<file path="src/rtl/alu_issue.sv">
// alu_issue: FIFO-buffered issue stage feeding a combinational ALU and registering its result
// with tag, opcode and a divide-by-zero flag behind a valid/ready handshake.
module alu_issue #(
    parameter int DEPTH = 4,
    parameter int TAG_W = 4
) (
    input  logic                       clk,
    input  logic                       rst_n,
    input  logic                       in_valid,
    output logic                       in_ready,
    input  logic [15:0]                in_a,
    input  logic [15:0]                in_b,
    input  logic [2:0]                 in_op,
    input  logic [TAG_W-1:0]           in_tag,
    output logic [15:0]                alu_a,
    output logic [15:0]                alu_b,
    output logic [2:0]                 alu_op,
    input  logic [31:0]                alu_out,
    output logic                       out_valid,
    input  logic                       out_ready,
    output logic [31:0]                out_data,
    output logic [2:0]                 out_op,
    output logic [TAG_W-1:0]           out_tag,
    output logic                       out_dz,
    output logic [$clog2(DEPTH):0]     fifo_count
);
    localparam int AW = $clog2(DEPTH);
    localparam int CW = AW + 1;
    localparam int EW = 35 + TAG_W;
    logic [EW-1:0]    r_mem [DEPTH];
    logic [AW-1:0]    r_wp, r_rp;
    logic [CW-1:0]    r_cnt;
    logic             r_iss_v;
    logic [15:0]      r_a, r_b;
    logic [2:0]       r_op;
    logic [TAG_W-1:0] r_tag;
    logic             w_push, w_pop, w_adv, w_dz;
    assign in_ready   = r_cnt < CW'(DEPTH);
    assign w_push     = in_valid && in_ready;
    assign w_adv      = r_iss_v && (!out_valid || out_ready);
    assign w_pop      = (r_cnt != '0) && (!r_iss_v || w_adv);
    assign w_dz       = (r_op == 3'b011) && (r_b == 16'h0);
    assign fifo_count = r_cnt;
    assign alu_a      = r_a;
    assign alu_b      = r_b;
    assign alu_op     = r_op;
    // Storage array carries no reset; occupancy and pointers alone define validity.
    always_ff @(posedge clk) begin
        if (w_push) r_mem[r_wp] <= {in_a, in_b, in_op, in_tag};
    end
    always_ff @(posedge clk or negedge rst_n) begin
        if (!rst_n) begin
            r_wp  <= '0;
            r_rp  <= '0;
            r_cnt <= '0;
        end else begin
            if (w_push) r_wp <= r_wp + AW'(1);
            if (w_pop) r_rp <= r_rp + AW'(1);
            r_cnt <= r_cnt + CW'(w_push) - CW'(w_pop);
        end
    end
    always_ff @(posedge clk or negedge rst_n) begin
        if (!rst_n) begin
            r_iss_v <= 1'b0;
            r_a     <= '0;
            r_b     <= '0;
            r_op    <= '0;
            r_tag   <= '0;
        end else if (w_pop) begin
            r_iss_v                  <= 1'b1;
            {r_a, r_b, r_op, r_tag}  <= r_mem[r_rp];
        end else if (w_adv) begin
            r_iss_v <= 1'b0;
        end
    end
    always_ff @(posedge clk or negedge rst_n) begin
        if (!rst_n) begin
            out_valid <= 1'b0;
            out_data  <= '0;
            out_op    <= '0;
            out_tag   <= '0;
            out_dz    <= 1'b0;
        end else if (w_adv) begin
            out_valid <= 1'b1;
            out_data  <= w_dz ? 32'h0 : alu_out;
            out_op    <= r_op;
            out_tag   <= r_tag;
            out_dz    <= w_dz;
        end else if (out_ready) begin
            out_valid <= 1'b0;
        end
    end
endmodule

</file>
<file path="config.mk">
export PLATFORM = sky130hd
export DESIGN_NAME = alu_issue
export DESIGN_NICKNAME = d
export VERILOG_FILES = /design/src/rtl/alu_issue.sv
export SDC_FILE = /design/constraint.sdc
export NUM_CORES = 1
export LEC_CHECK = 0
export BUFFER_PORTS_ARGS = -buffer_cell sky130_fd_sc_hd__buf_2
export CAP_MARGIN = 20
export CORE_MARGIN = 3
export CORE_UTILIZATION = 60
export DETAILED_ROUTE_END_ITERATION = 6
export MAX_ROUTING_LAYER = met4
export PLACE_DENSITY = 0.84
export SLEW_MARGIN = 20
export SYNTH_ARGS = -nofsm -noshare
export SYNTH_HDL_FRONTEND = slang
export SYNTH_SLANG_ARGS = --single-unit
</file>
<file path="constraint.sdc">
create_clock -name clk -period 3.95 [get_ports clk]
set_input_delay 1.185 -clock clk [delete_from_list [all_inputs] [get_ports clk]]
set_output_delay 1.185 -clock clk [all_outputs]
set_load 0.01 [all_outputs]
</file>
== After elaboration in Yosys (flattened, before gate mapping) ==
Memory sizes are Yosys's and may differ from the RTL's. A register that Yosys moved wholly into a read port is not among the register bits.
Cells that the tools add are included.
Operators by class
  reduce and logical (&&, ||, !) cells: 13
  $lt $le $gt $ge: 1
  multiplexer cells: 7
  eq/ne operators: 1
  add/subtract/negate cells: 4
Operator list (number)
  two-way mux 32 bit: 1
  zero test 16 bit: 1
  two-way mux 1 bit: 6
  adder 2 x 1 -> 2 bit (second input constant): 2
  logical AND 1 bit: 4
  nonzero test 2 bit: 2
  adder 3 x 1 -> 3 bit: 1
  == test 3 x 2 -> 1 bit (second input constant): 1
  zero test 1 bit: 3
  < comparator 3 bit (second input constant): 1
  nonzero test 3 bit: 1
  subtractor 3 x 1 -> 3 bit: 1
  logical OR 1 bit: 2
Word-level totals
  memories: 1
  memory bits (writable): 156
  input bits: 75
  logic and storage cells: 36
  bits in registers: 49
  output and inout bits: 80
Memories
  r_mem: depth 4, bits a word 39, rd ports 1, clocked after memory_dff 1, write ports 1, RTL line 30  | logic [EW-1:0] r_mem [DEPTH];

== Longest topological paths before layout ==
Gate-level depths: netlist (run 1).
  depth after elaboration: 6
  gate-level depth with buffers: 9
  depth with buffers taken out: 8

== Worst setup path before layout (run 1) ==
OpenSTA, ideal clock, no wires.
  path kind: input-to-reg
  from: in out_ready
  to: reg r_cnt[2], in the netlist fifo_count[2]
  setup time: 124 ps
  path slack: 1006 ps
  arrival time: 2820 ps
  required time: 3826 ps
  stages: 9
  path through: nor2b_2 -> a21oi_2 -> buf_2 -> ha_1 -> inv_1 -> ha_1 -> fa_1 -> xnor2_1 -> xnor2_1
On the way
  cells in the longest elaborated chain, start to end: 5
RTL lines
  from (decl): RTL line 20  | input logic out_ready,
  logical OR 1 bit: RTL line 40  | assign w_adv = r_iss_v && (!out_valid || out_ready);
  logical AND 1 bit: RTL line 40
  logical OR 1 bit: RTL line 41  | assign w_pop = (r_cnt != '0) && (!r_iss_v || w_adv);
  logical AND 1 bit: RTL line 41
  via w_pop: RTL line 37  | logic w_push, w_pop, w_adv, w_dz;
  subtractor 3 x 1 -> 3 bit: RTL line 59  | r_cnt <= r_cnt + CW'(w_push) - CW'(w_pop);
  to (signal assigned): RTL line 59
  to (decl): RTL line 32  | logic [CW-1:0] r_cnt;
The timed path passes the listed nets, and every way through them passes these cells.
A chain may end at the register's enable or synchronous reset.

== Final worst setup path (run 1) ==
  from: in in_valid
  to: reg r_cnt[2], in the netlist fifo_count[2]
On the way
  cells in the longest elaborated chain, start to end: 3
RTL lines
  from (decl): RTL line 9  | input logic in_valid,
  logical AND 1 bit: RTL line 39  | assign w_push = in_valid && in_ready;
  adder 3 x 1 -> 3 bit: RTL line 59
  subtractor 3 x 1 -> 3 bit: RTL line 59
No other way between the ends.

==> run_results.csv, run 1 <==
group,metric,value,unit
global_routing,grt_pass1_wl,31.32,mm
sta,fmax,401.7,MHz
min_path,hp-start,"alu_a[10]",
routing,wl_per_cell,22.09,um
logic_synthesis,syn_inst,509,
global_routing,grt_pass1_vias,5624,
sta,slew_viol_final,0,
floorplanning,num_rows,45,
final_layout,final_core_util,0.7309,
sta,rsz0062_at_grt,"no",
cts,post_cts_resized,0,
cts,cts_tree,"done",
worst_setup_path,critPathLaunchType,"primary input",
routing,first_pass_iters,4,
final_layout,multi_input_area,2357,um2
floorplanning,die_w,131.6,um
sta,worst_slew_pin_slew,1037,ps
sta,fin_crit,2489,ps
logic_synthesis,yosys.area.top_type,"edfxtp_1",
placed_design,pre_cts_slack,913.7,ps
floorplanning,dieHeight,131.6,um
cts,cts_max_level,1,
placed_design,routabilityCongestion,0.8365,
worst_setup_path,crit_path_top_delay_cell,"nor2b_1",
cts,cts_root_buffer,"clkbuf_16",
logic_synthesis,yosys_warnings,0,
cts,cts_buffer_depth,3,
worst_setup_path,end_kind,"register",
worst_setup_path,critPathMaxStageDelay,400,ps
cts,clk_pin_slew,60,ps
cts,insertion_delay,520,ps
worst_setup_path,startpoint,"in_valid",
final_layout,syn_to_final_growth,18.35,%
sta,clock_skew,9.548,ps
cts,clock-sinks,244,
worst_setup_path,crit_chain,"buf_2, nor2b_1, inv_1, ha_1, inv_1, ha_1, fa_1, xnor2_1, xnor2_1",
logic_synthesis,async_flop_share,0.3607,
pwr,swShare,0.2996,
sta,setup_violations,0,
floorplanning,die_area,17310,um2
floorplanning,initial_core_util,0.6176,
worst_setup_path,crit_type,"primary input to register",
logic_synthesis,synth_edf_count,156,
global_routing,grtUsageTotal,0.2368,
final_layout,seqCellArea,6889,um2
job,cap_violations,0,
logic_synthesis,yosysMostFrequentCell,"edfxtp_1",
logic_synthesis,syn-cell-area,9458,um2
global_routing,grt_max_degree,65,
logic_synthesis,ys_ff_latch,244,
pwr,power_frac_clock,0.264,
logic_synthesis,synth_area_leaders,"edfxtp_1 (50%), dfrtp_1 (23%), mux4_2 (9.0%)",
floorplanning,boundaryPins,155,
global_routing,grt_antenna_before_repair,3,
pwr,p_seq_frac,0.462,
pwr,finalPower,8.307,mW
cts,cts_hold_buf,0,
sta,hold_ws,501.5,ps
routing,ant_nets,0,
logic_synthesis,netlist_top_cells_count,"edfxtp_1 (156), dfrtp_1 (88), mux4_2 (38)",
routing,vias,5416,
placed_design,portBuffers,154,
pwr,powerDensity,742.2,nW/um2
logic_synthesis,postSynthAreaPerCell,18.58,um2
sta,slew_headroom,0.3087,
pwr,ir_drop,0.5182,mV
routing,routed_via_density,6.045,
floorplanning,core,15310,um2
pwr,p_comb_frac,0.273,
final_layout,drive_gt1_frac,0.4326,
logic_synthesis,syn_nets,591,
final_layout,fin_nets,746,
sta,min_period_over_period,0.6302,
sta,hold_viol,0,
worst_setup_path,cp.arrival,2930,ps
worst_setup_path,cpLargestDelayFamily,"adder cells",
logic_synthesis,yosysSeqAreaShare,0.7281,
min_path,hold_path_class,"register to register",
routing,drc,0,
cts,cts_buffers,25,
routing,wl,19.80,mm
pwr,switchingPower,2.489,mW
worst_setup_path,r2r_start,"fifo_count[2]",
sta,setup_ws,1461,ps
worst_setup_path,cp_max_fo,8,
logic_synthesis,synth.distinct_cells,34,
worst_setup_path,crit_required,4390,ps
global_routing,gr-total-overflow,0,
routing,drtIter0Drc,471,
final_layout,fillCellCount,933,
cts,cts_setup_buffers,0,
logic_synthesis,synth_top_area_share,0.4953,
status,status,"finished clean",
pwr,cell_internal_pwr,5.819,mW
worst_setup_path,crit_buf_inv,3,
pwr,p_leak,4.318,nW
placed_design,hpwlAfterDp,12.08,mm
logic_synthesis,synth-main-ff-cell,"edfxtp_1",
sta,timing.setup.tns,0,ps
==> per-layer routing <==
metal  track usage  wire length [um]  up-vias
met4       0.05368               341        0
li1              -                 -     2337
met1        0.3103              7676     2762
met5             -                 0        -
met2        0.3817             10050      288
met3       0.06164              1732       29
==> per-stage QoR <==
stage                     cell area [um2]  std cells
after floorplan                      9458        509
after global placement              10400        847
final                               11190        896
after global routing                11190        896
after CTS                           11170        892
after detailed placement            10400        847
==> kinds of logic after synthesis <==
logic type      synth area share
mux                       0.1516
fa+ha+maj                0.01005
buf+inv                  0.02487
flops                     0.7281
xor+xnor                0.004631
compound gates           0.04908
simple gates             0.03162
==> placed cells by master (no fill, tap or decap), types with 2 or more instances in the layout <==
cell type  netlist  final
nor2_1           2      2
clkinv_1         0      3
inv_1            8      8
o21ai_0         33     33
buf_2           14    153
ha_1             6      6
mux4_2          38     38
diode_2          0      3
and2_2           0      4
nor4_1           2      2
buf_4            1     13
edfxtp_1       156    156
dfrtp_2          0      2
and4b_2          0      2
nand3_1         32     32
clkbuf_1        17      9
a32oi_1         32     32
nand2_1          4      4
dfrtp_1         88     86
xnor2_1          3      3
clkinv_2         0      4
mux2_2          37     37
clkbuf_16        0     25
mux2_4           9      9
xor2_1           2      2
==> layout make-up <==
| cell class | count | share of cell area |
|---|---|---|
| diodes | 3 | 0.0006707 |
| inverters | 8 | 0.002683 |
| well taps | 211 | 0.02359 |
| clock inverters | 10 | 0.008719 |
| multi-input cells | 218 | 0.2106 |
| clock buffers | 35 | 0.06014 |
| repair buffers | 167 | 0.07814 |
| flip-flops and latches | 244 | 0.6155 |
==> path summary, 6_finish.rpt <==
check                                 to  slack [ps]  depth (start not counted)
setup / recovery           fifo_count[2]        1460                          9
hold / removal                 alu_a[10]         500                          1
setup reg to reg           fifo_count[2]        1690                          8
hold reg to reg                alu_a[10]         500                          1
max in group asynchronous      out_op[2]        2460                          2
min in group asynchronous   out_data[20]         760                          1
==> sequential cells by signal, indices dropped and copies added (netlist names), 2 cells and up <==
name	cells
out_data	32
alu_op	3
r_tag	4
out_op	3
fifo_count	3
alu_b	16
out_tag	4
r_mem	156
alu_a	16
r_wp	2
r_rp	2
==> power by group through the flow <==
stage / combinational (mW) / sequential (mW) / clock [mW]
6_report: 2.27 / 3.84 / 2.20
4_1_cts: 2.30 / 3.85 / 2.24
3_5_place_dp: 2.28 / 3.88 / 0
3_3_place_gp: 2.20 / 3.84 / 0
2_1_floorplan: 1.52 / 3.80 / 0
5_1_grt: 2.45 / 3.92 / 2.35
(Power assumes the default switching activity.)
==> run 2, diff against run 1 <==
--- a/config.mk
+++ b/config.mk
@@ -8,10 +8,10 @@
 export BUFFER_PORTS_ARGS = -buffer_cell sky130_fd_sc_hd__buf_2
 export CAP_MARGIN = 20
 export CORE_MARGIN = 3
-export CORE_UTILIZATION = 60
+export CORE_UTILIZATION = 56
 export DETAILED_ROUTE_END_ITERATION = 6
 export MAX_ROUTING_LAYER = met4
-export PLACE_DENSITY = 0.84
+export PLACE_DENSITY = 0.79
 export SLEW_MARGIN = 20
 export SYNTH_ARGS = -nofsm -noshare
 export SYNTH_HDL_FRONTEND = slang
==> constraint.sdc (replaced) <==
create_clock -name clk -period 2.36 [get_ports clk]
set_input_delay 0.708 -clock clk [delete_from_list [all_inputs] [get_ports clk]]
set_output_delay 0.708 -clock clk [all_outputs]
set_load 0.01 [all_outputs]
==> run 2 against run 1 <==
Effect of this change:
- setup slack got worse by 1200 ps
- power increased by 70%
- register-to-register slack got worse by 1500 ps
- critical path depth unchanged
- largest cell class unchanged
- largest power group unchanged
- highest routed layer unchanged
==> run_results.csv, run 2 (synthesized netlist as in run 1, its figures left out) <==
group,metric,value,unit
cts,cts_max_level,1,
routing,wl,19.58,mm
final_layout,reg_top3,"r_mem: 156 flops, out_data: 32 flops",
sta,timing.setup.tns,0,ps
sta,fmax,469.8,MHz
cts,cts_tree,"done",
worst_setup_path,end_kind,"register",
cts,clock-sinks,244,
pwr,p_leak,4.397,nW
sta,slew_headroom,0.5147,
pwr,powerDensity,1238,nW/um2
sta,worst_slew_pin_slew,725.6,ps
sta,hold_ws,167.7,ps
final_layout,drive_gt1_frac,0.4362,
worst_setup_path,crit_type,"register to register",
final_layout,final_cell_mix,"edfxtp_1 (156), buf_2 (153), dfrtp_1 (86)",
cts,cts_hold_buf,0,
sta,hold_viol,0,
final_layout,top_register,"r_mem",
cts,cts_buffer_depth,3,
pwr,ir_drop,0.8113,mV
cts,post_cts_resized,0,
cts,cts_setup_buffers,0,
sta,clock_skew,13.91,ps
floorplanning,boundaryPins,155,
routing,wl_per_cell,21.54,um
floorplanning,die_area,18480,um2
global_routing,gr-total-overflow,0,
floorplanning,die_w,136.0,um
sta,fin_crit,2128,ps
routing,routed_via_density,6.008,
job,cap_violations,0,
routing,drc,0,
placed_design,hpwlAfterDp,12.57,mm
floorplanning,dieHeight,136.0,um
routing,drtIter0Drc,384,
routing,vias,5461,
floorplanning,core,16230,um2
worst_setup_path,cp.arrival,2560,ps
final_layout,layout_commonest_cell,"edfxtp_1",
cts,insertion_delay,520,ps
global_routing,grt_pass1_vias,5677,
final_layout,largest_register_ffs,156,
status,status,"finished clean",
placed_design,portBuffers,154,
placed_design,routabilityCongestion,0.7959,
pwr,finalPower,14.09,mW
routing,first_pass_iters,6,
floorplanning,num_rows,46,
global_routing,grt_antenna_before_repair,3,
floorplanning,initial_core_util,0.5827,
sta,setup_violations,0,
final_layout,fillCellCount,1050,
global_routing,grt_pass1_wl,30.75,mm
worst_setup_path,crit_required,2790,ps
sta,rsz0062_at_grt,"no",
final_layout,fin_nets,754,
global_routing,grtUsageTotal,0.2220,
worst_setup_path,critPathMaxStageDelay,410,ps
final_layout,syn_to_final_growth,20.29,%
sta,min_period_over_period,0.9019,
global_routing,grt_max_degree,44,
worst_setup_path,critPathLaunchType,"register",
cts,cts_buffers,24,
cts,cts_root_buffer,"clkbuf_16",
routing,ant_nets,0,
sta,slew_viol_final,0,
cts,clk_pin_slew,60,ps
worst_setup_path,crit_chain,"nor3_1, buf_4, a21oi_4, ha_1, inv_1, ha_1, fa_1, xnor2_1, xnor2_1",
final_layout,final_core_util,0.7010,
worst_setup_path,crit_path_top_delay_cell,"dfrtp_1",
worst_setup_path,cp_max_fo,4,
min_path,hold_path_class,"primary input to asynchronous set/reset pin",
-- run 2: cell count changes in the layout (fill, tap and decap cells not counted), moves of 2 or more --
cell / change
and4b_2: -2
buf_12: +8
clkbuf_1: -2
clkinv_2: -3
clkinvlp_4: +2
and4b_1: +2
clkinv_1: +2
-- run 2: cell type report --
type	count	area [um2]	share of cell area
antenna	3	7.507	0.0006598
sequential	244	6889	0.6055
clock inverter	10	98.84	0.008688
tap	216	270.3	0.02375
timing repair buffer	176	1042	0.09161
multi-input combinational	218	2360	0.2074
inverter	8	30.03	0.002639
clock buffer	34	679.4	0.05972
-- run 2: path summary, 6_finish.rpt --
kind | startpoint | endpoint | slack [ps] | cells past startpoint
min in group clk | in_b[6] | r_mem[3][13] | 400 | 1
setup / recovery | fifo_count[2] | fifo_count[2] | 230 | 9
hold reg to reg | r_tag[2] | r_tag[2] | 500 | 1
setup reg to reg | fifo_count[2] | fifo_count[2] | 230 | 9
hold / removal | rst_n | fifo_count[1] | 170 | 1
max in group asynchronous | rst_n | out_data[0] | 1570 | 2
-- run 2: routing by layer --
metal  up-vias  global-route usage  wire length (um)
met5         -                   -                 0
met4         0             0.05487               314
met3        33             0.04700              1759
met2       304              0.3722              9774
met1      2761              0.2820              7735
li1       2363                   -                 -
-- run 2: metrics by stage --
stage	instances	area, um2	setup slack (ps)
after global routing	909	11380	65.90
after CTS	905	11360	131.5
after detailed placement	861	10580	-181.4
after floorplan	509	9468	-30.58
after global placement	861	10580	-34.16
final	909	11380	231.5
-- run 2: power breakdown --
group | switching [mW] | leakage (nW) | total (mW) | internal [mW]
Combinational | 2.04 | 1.57 | 4.15 | 2.11
Sequential | 0.578 | 2.46 | 6.21 | 5.63
Clock | 1.51 | 0.371 | 3.73 | 2.22
-- run 2: critical path: cells and delay by family, from the launching register on --
kind                       cells  cell delay, ps
AOI/OAI and AO/OA              1              40
xor gates and xnor gates       2             320
adders and majority gates      3             840
buffers and inverters          2             210
DFF                            1             410
and+or+nand+nor                1             230
==> run 3, diff against run 2 <==
--- a/config.mk
+++ b/config.mk
@@ -8,10 +8,10 @@
 export BUFFER_PORTS_ARGS = -buffer_cell sky130_fd_sc_hd__buf_2
 export CAP_MARGIN = 20
 export CORE_MARGIN = 3
-export CORE_UTILIZATION = 56
+export CORE_UTILIZATION = 51
 export DETAILED_ROUTE_END_ITERATION = 6
 export MAX_ROUTING_LAYER = met4
-export PLACE_DENSITY = 0.79
+export PLACE_DENSITY = 0.76
 export SLEW_MARGIN = 20
 export SYNTH_ARGS = -nofsm -noshare
 export SYNTH_HDL_FRONTEND = slang
==> constraint.sdc (replaced) <==
create_clock -name clk -period 1.95 [get_ports clk]
set_input_delay 0.585 -clock clk [delete_from_list [all_inputs] [get_ports clk]]
set_output_delay 0.585 -clock clk [all_outputs]
set_load 0.01 [all_outputs]
==> run 3 against run 2 <==
Effect of this change:
- core utilization down 5.8 points
- global-route usage fell by 2.1 points
- fmax grew 9.4%
- clock skew is 0.59 ps lower
- sequential power rose by 21%
- via count fell by 1.4%
- non-clock buffer count rose by 8
- clock-buffer cell count is 4 higher
- largest power group unchanged
- highest routed layer unchanged
==> run_results.csv, run 3 (synthesized netlist as in run 1, its figures left out) <==
group,metric,value,unit
status,status,"finished clean",
sta,rsz0062_at_grt,"yes",
worst_setup_path,critPathMostFrequentCell,"ha_4",
sta,fin_crit,1945,ps
pwr,powerDensity,1496,nW/um2
worst_setup_path,worstRegToRegCells,8,
sta,slew_headroom,0.5499,
global_routing,grt_pass1_wl,30.99,mm
worst_setup_path,setup.worst_path.end,"fifo_count[2]",
floorplanning,core,18090,um2
sta,timing.setup.tns,0,ps
cts,clk_pin_slew,60,ps
worst_setup_path,end_kind,"register",
cts,cts_buffers,25,
worst_setup_path,startpoint,"fifo_count[2]",
routing,wl,19.78,mm
cts,insertion_delay,510,ps
routing,drc,0,
worst_setup_path,worstReg2RegEnd,"fifo_count[2]",
worst_setup_path,crit_chain,"nor3_4, a21oi_4, ha_4, inv_2, ha_4, fa_2, xnor2_2, xnor2_1",
sta,worst_slew_pin_slew,675.2,ps
sta,setup_violations,0,
floorplanning,num_rows,49,
sta,hold_viol,0,
placed_design,hpwlAfterDp,12.60,mm
floorplanning,die_w,142.2,um
job,cap_violations,0,
final_layout,final_cells,931,
routing,ant_nets,0,
floorplanning,die_area,20220,um2
worst_setup_path,crit_required,2340,ps
global_routing,grtUsageTotal,0.2011,
final_layout,final_cell_mix,"edfxtp_1 (156), buf_2 (153), dfrtp_1 (86)",
final_layout,reg_top3,"r_mem: 156 flops, out_data: 32 flops",
routing,routed_via_density,5.783,
cts,cts_tree,"done",
sta,clock_skew,13.31,ps
final_layout,multi_input_area,2406,um2
routing,first_pass_iters,4,
final_layout,syn_to_final_growth,22.89,%
final_layout,fin_nets,763,
sta,slew_viol_final,0,
final_layout,largest_register_ffs,156,
placed_design,post_dp_cell_area,10750,um2
global_routing,grt_max_degree,50,
worst_setup_path,crit_type,"register to register",
worst_setup_path,critPathMaxStageDelay,430,ps
routing,vias,5384,
global_routing,grt_antenna_before_repair,2,
sta,hold_ws,284.2,ps
cts,clock-sinks,244,
global_routing,gr-total-overflow,0,
min_path,hold_path_class,"primary input to register",
worst_setup_path,crit_cells,8,
final_layout,seqCellArea,6892,um2
pwr,ir_drop,0.9754,mV
final_layout,layout_commonest_cell,"edfxtp_1",
final_layout,drive_gt1_frac,0.4586,
placed_design,portBuffers,154,
cts,cts_buffer_depth,3,
min_path,hp-start,"in_b[13]",
routing,drtIter0Drc,214,
sta,fmax,514.1,MHz
pwr,p_leak,4.503,nW
worst_setup_path,cpLargestDelayFamily,"adder cells",
worst_setup_path,ff2ff_setup_slack,5,ps
worst_setup_path,crit_path_top_delay_cell,"dfrtp_1",
floorplanning,boundaryPins,155,
final_layout,top_register,"r_mem",
cts,cts_root_buffer,"clkbuf_16",
placed_design,routabilityCongestion,0.8684,
worst_setup_path,cp.arrival,2340,ps
final_layout,postLayoutCellArea,11620,um2
cts,cts_max_level,1,
floorplanning,initial_core_util,0.5229,
worst_setup_path,cp_max_fo,4,
worst_setup_path,r2r_start,"fifo_count[2]",
floorplanning,dieHeight,142.2,um
worst_setup_path,critPathLaunchType,"register",
worst_setup_path,crit_buf_inv,1,
routing,wl_per_cell,21.25,um
sta,min_period_over_period,0.9974,
final_layout,fillCellCount,1272,
global_routing,grt_pass1_vias,5587,
placed_design,place_inst,881,
-- run 3: worst reg2reg max path: stages, from the launching register on --
cell     delay [ps]
dfrtp_1         430
nor3_4          270
a21oi_4          70
ha_4            260
inv_2            40
ha_4            150
fa_2            350
xnor2_2         150
xnor2_1         120
-- run 3: area by class of cell --
type / instances / area share
Timing Repair Buffer: 184 / 0.1023
Multi-Input combinational cell: 218 / 0.2070
Sequential cell: 244 / 0.5930
Inverter: 8 / 0.002584
Clock inverter: 8 / 0.005921
Antenna cell: 2 / 0.0004306
Tap cell: 229 / 0.02465
Clock buffer: 38 / 0.06416
-- run 3: how the worst min path moves through the flow --
stage / to / cells past startpoint / slack (ps)
after floorplan: alu_a[0] / 0 / 290
after global placement: fifo_count[1] / 1 / 420
after detailed placement: fifo_count[2] / 1 / 420
after CTS: r_mem[2][16] / 1 / 260
after global routing: r_mem[3][28] / 1 / 270
final: r_mem[2][20] / 1 / 280
-- run 3: repair_timing --
item / in CTS / in global routing
endpoints found under the hold margin: 6 / 0
hold buffers: 1 / 0
endpoints found under the setup margin: 24 / 1
resized for setup: 2 / 4
pin swaps: 1 / 1
setup buffers: 1 / 0
-- run 3: layer usage --
metal,GRT usage,part of all wire
met2,0.3419,0.52
met3,0.04536,0.077
met1,0.2542,0.39
met4,0.03535,0.015
met5,-,0
-- run 3: report_power, final --
group	switching, mW	internal [mW]
clock network	1.84	2.77
registers	0.682	6.82
logic	2.54	2.73
-- run 3: through the flow --
stage,util,power [mW],setup slack (ps)
2_1_floorplan,-,10.83,-228.1
3_3_place_gp,0.5945,12.61,-188.7
3_5_place_dp,0.5945,12.84,-234.9
4_1_cts,0.6412,17.56,-66.42
5_1_grt,0.6426,18.32,-74.05
6_report,0.6426,17.38,5.000
